File: src/rtl/scan_pkg.sv
// Shared encodings for the multi-chain scan register: operating modes and
// the auto-shift sequencer states.
package scan_pkg;

    typedef enum logic [1:0] {
        MODE_HOLD = 2'b00,
        MODE_FUNC = 2'b01,
        MODE_CAPT = 2'b10,
        MODE_SCAN = 2'b11
    } mode_t;

    typedef enum logic [1:0] {
        IDLE  = 2'b00,
        SHIFT = 2'b01,
        DONE  = 2'b10
    } state_t;

endpackage

File: src/rtl/scan_chain_slice.sv
// One DEPTH-bit scan chain: the serial input enters bit 0 and bit DEPTH-1 is the
// exit bit. The operation for each edge is selected by op.
module scan_chain_slice
    import scan_pkg::*;
#(
    parameter int DEPTH = 8
) (
    input  logic             clk,
    input  logic             rst,
    input  mode_t            op,
    input  logic             data_in,
    input  logic             scan_in,
    input  logic [DEPTH-1:0] pdata_in,
    output logic [DEPTH-1:0] chain,
    output logic             exit_bit
);

    always_ff @(posedge clk) begin
        if (rst) begin
            chain <= '0;
        end else begin
            case (op)
                MODE_FUNC: chain <= {chain[DEPTH-2:0], data_in};
                MODE_CAPT: chain <= pdata_in;
                MODE_SCAN: chain <= {chain[DEPTH-2:0], scan_in};
                default:   chain <= chain;
            endcase
        end
    end

    assign exit_bit = chain[DEPTH-1];

endmodule

File: src/rtl/scan_chain_multi.sv
// WIDTH parallel scan chains with a shadow update register and an autonomous
// DEPTH-shift load/unload sequencer. Optional macro SCAN_PARITY_EN adds a registered scan_out parity.
module scan_chain_multi
    import scan_pkg::*;
#(
    parameter int WIDTH = 4,
    parameter int DEPTH = 8
) (
    input  logic                   clk,
    input  logic                   rst,
    input  logic [1:0]             mode,
    input  logic [WIDTH-1:0]       data_in,
    input  logic [WIDTH-1:0]       scan_in,
    input  logic [WIDTH*DEPTH-1:0] pdata_in,
    input  logic                   start,
    input  logic                   update,
    output logic [WIDTH-1:0]       data_out,
    output logic [WIDTH-1:0]       scan_out,
    output logic [WIDTH*DEPTH-1:0] pdata_out,
    output logic                   busy,
    output logic                   done,
    output logic                   scan_parity
);

    localparam int CW = $clog2(DEPTH);

    state_t                 state;
    logic [CW-1:0]          cnt;
    logic [WIDTH*DEPTH-1:0] chains;
    logic [WIDTH-1:0]       exit_bits;
    mode_t                  op;

    // Handshake: start is level-sampled only in IDLE; busy covers the SHIFT
    // cycles; done pulses for one cycle when the sequence retires. The start
    // edge performs the first shift, so the counter-zero edge only retires.
    always_comb begin
        op = MODE_HOLD;
        case (state)
            IDLE:    op = start ? MODE_SCAN : mode_t'(mode);
            SHIFT:   if (cnt != '0) op = MODE_SCAN;
            default: op = MODE_HOLD;
        endcase
    end

    for (genvar c = 0; c < WIDTH; c++) begin : g_chain
        scan_chain_slice #(.DEPTH(DEPTH)) u_slice (
            .clk      (clk),
            .rst      (rst),
            .op       (op),
            .data_in  (data_in[c]),
            .scan_in  (scan_in[c]),
            .pdata_in (pdata_in[c*DEPTH +: DEPTH]),
            .chain    (chains[c*DEPTH +: DEPTH]),
            .exit_bit (exit_bits[c])
        );
    end

    always_ff @(posedge clk) begin
        if (rst) begin
            state     <= IDLE;
            cnt       <= '0;
            busy      <= 1'b0;
            done      <= 1'b0;
            pdata_out <= '0;
        end else begin
            done <= 1'b0;
            case (state)
                IDLE: begin
                    if (start) begin
                        state <= SHIFT;
                        cnt   <= CW'(DEPTH - 1);
                        busy  <= 1'b1;
                    end
                end
                SHIFT: begin
                    if (cnt == '0) begin
                        state <= DONE;
                        busy  <= 1'b0;
                        done  <= 1'b1;
                    end else begin
                        cnt <= cnt - 1'b1;
                    end
                end
                default: state <= IDLE;
            endcase
            // Shadow sees the pre-edge chains, even when the chains change on this edge.
            if (update && state != SHIFT) pdata_out <= chains;
        end
    end

    assign scan_out = exit_bits;
    assign data_out = (state == IDLE && mode != MODE_SCAN) ? exit_bits : '0;

`ifdef SCAN_PARITY_EN
    always_ff @(posedge clk) begin
        if (rst) scan_parity <= 1'b0;
        else     scan_parity <= ^exit_bits;
    end
`else
    assign scan_parity = 1'b0;
`endif

endmodule

File: config.mk
export PLATFORM = sky130hd
export DESIGN_NAME = scan_chain_multi
export DESIGN_NICKNAME = d
export VERILOG_FILES = /design/src/rtl/scan_pkg.sv /design/src/rtl/scan_chain_slice.sv /design/src/rtl/scan_chain_multi.sv
export SDC_FILE = /design/constraint.sdc
export NUM_CORES = 1
export LEC_CHECK = 0
export CORE_MARGIN = 2
export CORE_UTILIZATION = 40
export DETAILED_ROUTE_END_ITERATION = 7
export GPL_TIMING_DRIVEN = 0
export PLACE_DENSITY = 0.69
export SETUP_SLACK_MARGIN = 0.15
export SYNTH_ARGS = -nofsm -noshare
export SYNTH_HDL_FRONTEND = slang
export SYNTH_SLANG_ARGS = --single-unit
File: constraint.sdc
create_clock -name clk -period 2.2 [get_ports clk]
set_clock_uncertainty 0.2 [all_clocks]
set_input_delay 0.33 -clock clk [delete_from_list [all_inputs] [get_ports clk]]
set_output_delay 0.33 -clock clk [all_outputs]
set_load 0.02 [all_outputs]
======== After elaboration in Yosys (flattened, before gate mapping) ========
Index checks and enable logic that the tools add are counted.
storage, ports and cells
  flip-flop bits (word level) ............. 71
  bits of input ports ..................... 46
  output and inout bits ................... 43
  word-level logic and storage cells ...... 49
cells by class
  add/subtract/negate cells ............... 1
  equality and inequality tests ........... 9
  mux-type cells .......................... 18
  bitwise gates (word level) .............. 1
  reductions and logical operators ........ 11
operators with widths
  operator               count
  $pmux W8 S3            4
  $mux W2                4
  $ne A2 B2 Y1 const B   4
  $pmux W2 S2            2
  $mux W3                2
  $pmux W3 S2            1
  $reduce_and A3 Y1      2
  $reduce_bool A3 Y1     2
  $eq A2 B1 Y1 const B   2
  $eq A2 B2 Y1 const B   2
  $mux W4                1
  $logic_not A3 Y1       1
  $mux W1                3
  $sub A3 B1 Y3 const B  1
  $logic_and A1 B1 Y1    2
  $logic_not A2 Y1       1
  $ne A2 B1 Y1 const B   1
  $pmux W1 S2            1
  $reduce_and A2 Y1      1
  $reduce_bool A2 Y1     1
  $reduce_or A2 Y1       1
  $not A1 Y1             1

======== Logic depth before layout (Yosys ltp) ========
  word-level depth ........................ 5
  depth in mapped cells ................... 9
  gate-level depth less buffers ........... 7

======== Cells and area by module ========
From an unflattened synthesis, not the netlist that was laid out.
unflattened totals
  cell total of the unflattened synthesis .. 329
  area total of the unflattened synthesis .. 3149.3 um^2
by module, submodules not included
  module            instances  cells an instance  area an instance (um^2)  sequential area each (um^2)
  scan_chain_multi  1          189                1592.8                   780.7
  scan_chain_slice  4          35                 389.1                    160.2

======== Worst setup path before layout ========
OpenSTA, ideal clock, no wires.
  path type ............................... reg-to-reg
  start point ............................. register cnt[0]
  end point ............................... register g_chain[1].u_slice.chain[0]
  library setup time ...................... 0.130 ns
  arrival ................................. 1.547 ns
  data required time ...................... 1.870 ns
  setup slack ............................. 0.323 ns
  stages on the path, launching flop included .. 10
  buffers on the path ..................... 2
  period minus slack after synthesis ...... 1.877 ns
  cells stage by stage .................... dfxtp_1 -> inv_1 -> ha_1 -> ha_1 -> a21oi_1 -> nand2b_1 -> buf_2 -> clkbuf_1 -> nand3_1 -> o211ai_1
on the way
  word-level cells in the longest chain between the ends .. 5
  elaborated cells between the ends (all ways) .. 8
  those cells by class .................... eq/ne (3); mux (3); reduce/logical (2)
ends and longest elaborated chain
  element                                                   RTL line                source
  start: declaration                                        scan_chain_multi.sv:28  logic [CW-1:0] cnt;
  start signal: assignment                                  scan_chain_multi.sv:71  cnt <= CW'(DEPTH - 1);
  start signal: assignment                                  scan_chain_multi.sv:81  cnt <= cnt - 1'b1;
  $reduce_bool A3 Y1 (*)                                    scan_chain_multi.sv:40  SHIFT: if (cnt != '0) op = MODE_SCAN;
  $mux W2 (*)                                               scan_chain_multi.sv:40
  $pmux W2 S2 (*)                                           scan_chain_multi.sv:38  case (state)
  $eq A2 B2 Y1 / $eq A2 B1 Y1 (equally long branches)       scan_chain_slice.sv:22  case (op)
  $pmux W8 S3 / $reduce_bool A3 Y1 (equally long branches)  --
  end signal: assignment                                    scan_chain_slice.sv:23  MODE_FUNC: chain <= {chain[DEPTH-2:0], data_in};
  end signal: assignment                                    scan_chain_slice.sv:24  MODE_CAPT: chain <= pdata_in;
  end signal: assignment                                    scan_chain_slice.sv:25  MODE_SCAN: chain <= {chain[DEPTH-2:0], scan_in};
  end: declaration                                          scan_chain_slice.sv:14  output logic [DEPTH-1:0] chain,
Mark *: on every way between the ends. The rest lies on a longest branch, timed or not.
A chain may end at the register's enable or synchronous reset.

======== Worst setup path in the final report ========
  start point ............................. register state[0]
  end point ............................... output data_out[1]
on the way
  word-level cells in the longest chain between the ends .. 3
ends and longest elaborated chain
  element                   RTL line                source
  start: declaration        scan_chain_multi.sv:27  state_t state;
  start signal: assignment  scan_chain_multi.sv:60  state <= IDLE;
  start signal: assignment  scan_chain_multi.sv:70  state <= SHIFT;
  start signal: assignment  scan_chain_multi.sv:77  state <= DONE;
  $logic_not A2 Y1          scan_chain_multi.sv:92  assign data_out = (state == IDLE && mode != MODE_SCAN) ? exit_bits : '0;
  $logic_and A1 B1 Y1       scan_chain_multi.sv:92
  $mux W4                   scan_chain_multi.sv:92
  end: declaration          scan_chain_multi.sv:17  output logic [WIDTH-1:0] data_out,
No other way between the ends.

==> results_dict.tcl <==
set metrics [dict create \
    outcome "complete, no violations" \
    post-route-min-period_ns 2.11 \
    p_leak_nw 1.68 \
    ir_worst_vdd_mv 0.451 \
    critical_path_class "flip-flop to primary output" \
    grt_pass1_wl_um 13700 \
    crit_path_top_delay_cell "dfxtp_2" \
    drt_iter0_drc 136 \
    intPower_mw 2.48 \
    hpwl_um 5820 \
    num_rows 31 \
    clockPowerShare_pct 29.9 \
    slew_violations 0 \
    grt_max_degree 14 \
    synth_top_cell_by_area "dfxtp_1" \
    die_area_sq_um 8350 \
    p_switching_mw 1.14 \
    worstMarginPinSlew_ns 0.638 \
    rsz0062_at_grt "true" \
    worstHoldPathCells 2 \
    period_share_pct 96.0 \
    synth-xor-area-share_pct 0 \
    synth_top_family_by_area "compound AO/OA/AOI/OAI gates" \
    finalSetupViolations 0 \
    core_sq_um 7330 \
    cp_cell_sequence "buf_6 > or2_1 > buf_6 > a21oi_4 > and2_4 > buf_6" \
    yosys.area_share.adder_pct 0.819 \
    vias 2884 \
    synth.distinct_cells 35 \
    dp_cells 541 \
    min_to "pdata_out[29]" \
    async_reset_ff_share_pct 0 \
    synth-edff-count 0 \
    path_clk_slew_ns 0.08 \
    critPathLaunchType "flip-flop" \
    wirelength_um 8290 \
    r2r_end "g_chain[2].u_slice.chain[0]" \
    synth.top_cell.area_share_pct 46.5 \
    num_antenna_cells 0 \
    drc 0 \
    antenna_found_initial 0 \
    drive_gt1_share_pct 14.4 \
    crit_path_max_fanout 4 \
    area.growth.synth_to_final_pct 42.9 \
    synth-simple-area-share_pct 18.0 \
    synthFlopType "dfxtp_1" \
    die_width_um 91.4 \
    num-nets-final 508 \
    rr_worst_depth 8 \
    insertion_delay_ns 0.35 \
    grt_usage_pct 20.5 \
    fin_tns_setup_ns 0 \
    detail-route-antenna-nets 0 \
    drv_cap 0 \
    p_per_area_nw_per_um2 828 \
    cp.required_ns 1.67 \
    cp-end-kind "primary output" \
    synth_warnings 0 \
    wl_per_cell_um 14.7 \
    layout.cells.non_filler 564 \
    synth_nets 405 \
    grt_pass1_vias 2852 \
    die_y_um 91.4 \
    max_stage_delay_ns 0.32 \
    power.share.switching_pct 31.5 \
    first_pass_iters 4 \
    muxShareOfSynthArea_pct 9.17 \
    finalWeightedCongestion 0.816 \
    cts_root_buffer "clkbuf_8" \
    seqPwrFrac_pct 42.8 \
    cp_common_cell "buf_6" \
    ios 89 \
    ctsHoldBuffers 0 \
    clk_path_buf_depth 2 \
    fmax_mhz 473 \
    syn_inst 357 \
    cts_tree "built" \
    avgViaCountPerCell 5.11 \
    p_comb_share_pct 27.3 \
    synth_compound_area_share_pct 18.3 \
    crit_arrival_ns 1.58 \
    numCtsBuffers 9 \
    hp-start "pdata_out[29]" \
    syn_area_sq_um 3060 \
    cts.sinks 71 \
    r2r_start "state[0]" \
    io_buffers 85 \
    synth.area.top_cells "dfxtp_1 (47%), mux2i_1 (9.2%), nand2_1 (8.4%)" \
    initial_utilization_pct 41.7 \
    max_slew_margin_pct 57.1 \
    hold_violations 0 \
    synth_seq_cells 71 \
    htree_levels 3 \
    yosysSeqAreaShare_pct 46.5 \
    hold_class "flip-flop to flip-flop" \
    rrSetupSlack_ns 0.14 \
    avgSynthCellArea_sq_um 8.56 \
    grt_overflow_total 0 \
]
cells in the final DEF (no fill, tap or decap), types with 6 or more instances in the layout:
| master | n |
|---|---|
| clkbuf_8 | 10 |
| dfxtp_1 | 70 |
| clkdlybuf4s50_1 | 81 |
| nand2_1 | 68 |
| nor2_1 | 37 |
| o211ai_1 | 6 |
| a21oi_1 | 33 |
| inv_1 | 9 |
| buf_4 | 13 |
| a211oi_1 | 27 |
| buf_6 | 6 |
| mux2i_1 | 28 |
| clkbuf_1 | 9 |
Yosys cell counts (2+ instances only):
library cell and instances:
buf_2 3, buf_6 2, inv_1 9, nand3_1 4, clkbuf_1 17, ha_1 2
a21oi_1 35, o211ai_1 6, buf_4 5, buf_1 4, and2_1 5, a31o_2 3
nand2_1 68, nor3b_1 2, buf_8 2, mux2i_1 28, o221ai_1 4, nor2_1 38
nor3_1 4, dfxtp_1 71, o31ai_1 2, a211oi_1 30
routing by layer:
layer	up-vias	wire [um]	GRT usage [%]
li1	1431	-	-
met1	1354	3930	28.0
met2	89	3840	31.7
met3	10	417	5.64
met4	0	97	5.81
met5	-	0	0
worst max-delay path by stage:
| stage | from | to | slack, ns | cells after the start |
|---|---|---|---|---|
| 2_1_floorplan | cnt[0] | g_chain[1].u_slice.chain[0] | 0.32 | 9 |
| 3_3_place_gp | mode[1] | data_out[1] | -0.42 | 4 |
| 3_5_place_dp | mode[1] | data_out[1] | -0.43 | 4 |
| 4_1_cts | state[0] | data_out[1] | 0.05 | 6 |
| 5_1_grt | state[0] | data_out[1] | 0.02 | 6 |
| 6_report | state[0] | data_out[1] | 0.09 | 6 |
power by group through the flow:
stage / registers (mW) / logic (mW) / clock network [mW]
finish: 1.55 / 0.988 / 1.08
global route: 1.57 / 1.08 / 1.16
CTS: 1.55 / 0.952 / 1.09
detailed placement: 1.57 / 0.915 / 0
global placement: 1.57 / 0.901 / 0
floorplan: 1.60 / 0.540 / 0
through the flow:
| stage | total power, mW | utilization [%] | hold WS [ns] | worst slack, ns | cell area, sq um |
|---|---|---|---|---|---|
| 2_1_floorplan | 2.14 | - | 0.237 | 0.323 | 3060 |
| 3_3_place_gp | 2.47 | 55.0 | 0.242 | -0.420 | 4030 |
| 3_5_place_dp | 2.49 | 55.0 | 0.248 | -0.429 | 4030 |
| 4_1_cts | 3.59 | 58.6 | 0.261 | 0.0478 | 4300 |
| 5_1_grt | 3.80 | 59.6 | 0.278 | 0.0196 | 4370 |
| 6_report | 3.62 | 59.6 | 0.257 | 0.0871 | 4370 |
cell families after synthesis:
group,Yosys count
simple gates,128
mux,28
other cells,1
buf+inv,42
compound gates,85
fa+ha+maj,2
flops,71
critical path, delay by kind of cell (launching register included):
| kind | cells | cell delay, ns |
|---|---|---|
| buffers and inverters | 3 | 0.34 |
| AOI/OAI and AO/OA | 1 | 0.18 |
| DFF | 1 | 0.32 |
| and+or+nand+nor | 2 | 0.40 |
layout make-up:
cell class                 count  area (sq um)
buffer                        33           213
fill                         644          2960
timing repair buffer          92           908
inverter                       9          33.8
clock inverter                 6          68.8
sequential                    71          1420
tap                           99           124
multi-input combinational    244          1460
clock buffer                  10           138
registers in the layout, indices dropped and copies added, names as in the netlist:
register	flops
pdata_out	32
done	1
state	2
busy	1
cnt	3
g_chain.u_slice.chain	32
timing repair:
item	4_1_cts	5_1_grt
resized for setup	39	23
setup endpoints to repair	36	67
pin swaps	5	4
buffers inserted	2	5
Note: power is estimated with default switching activity, not from simulation.
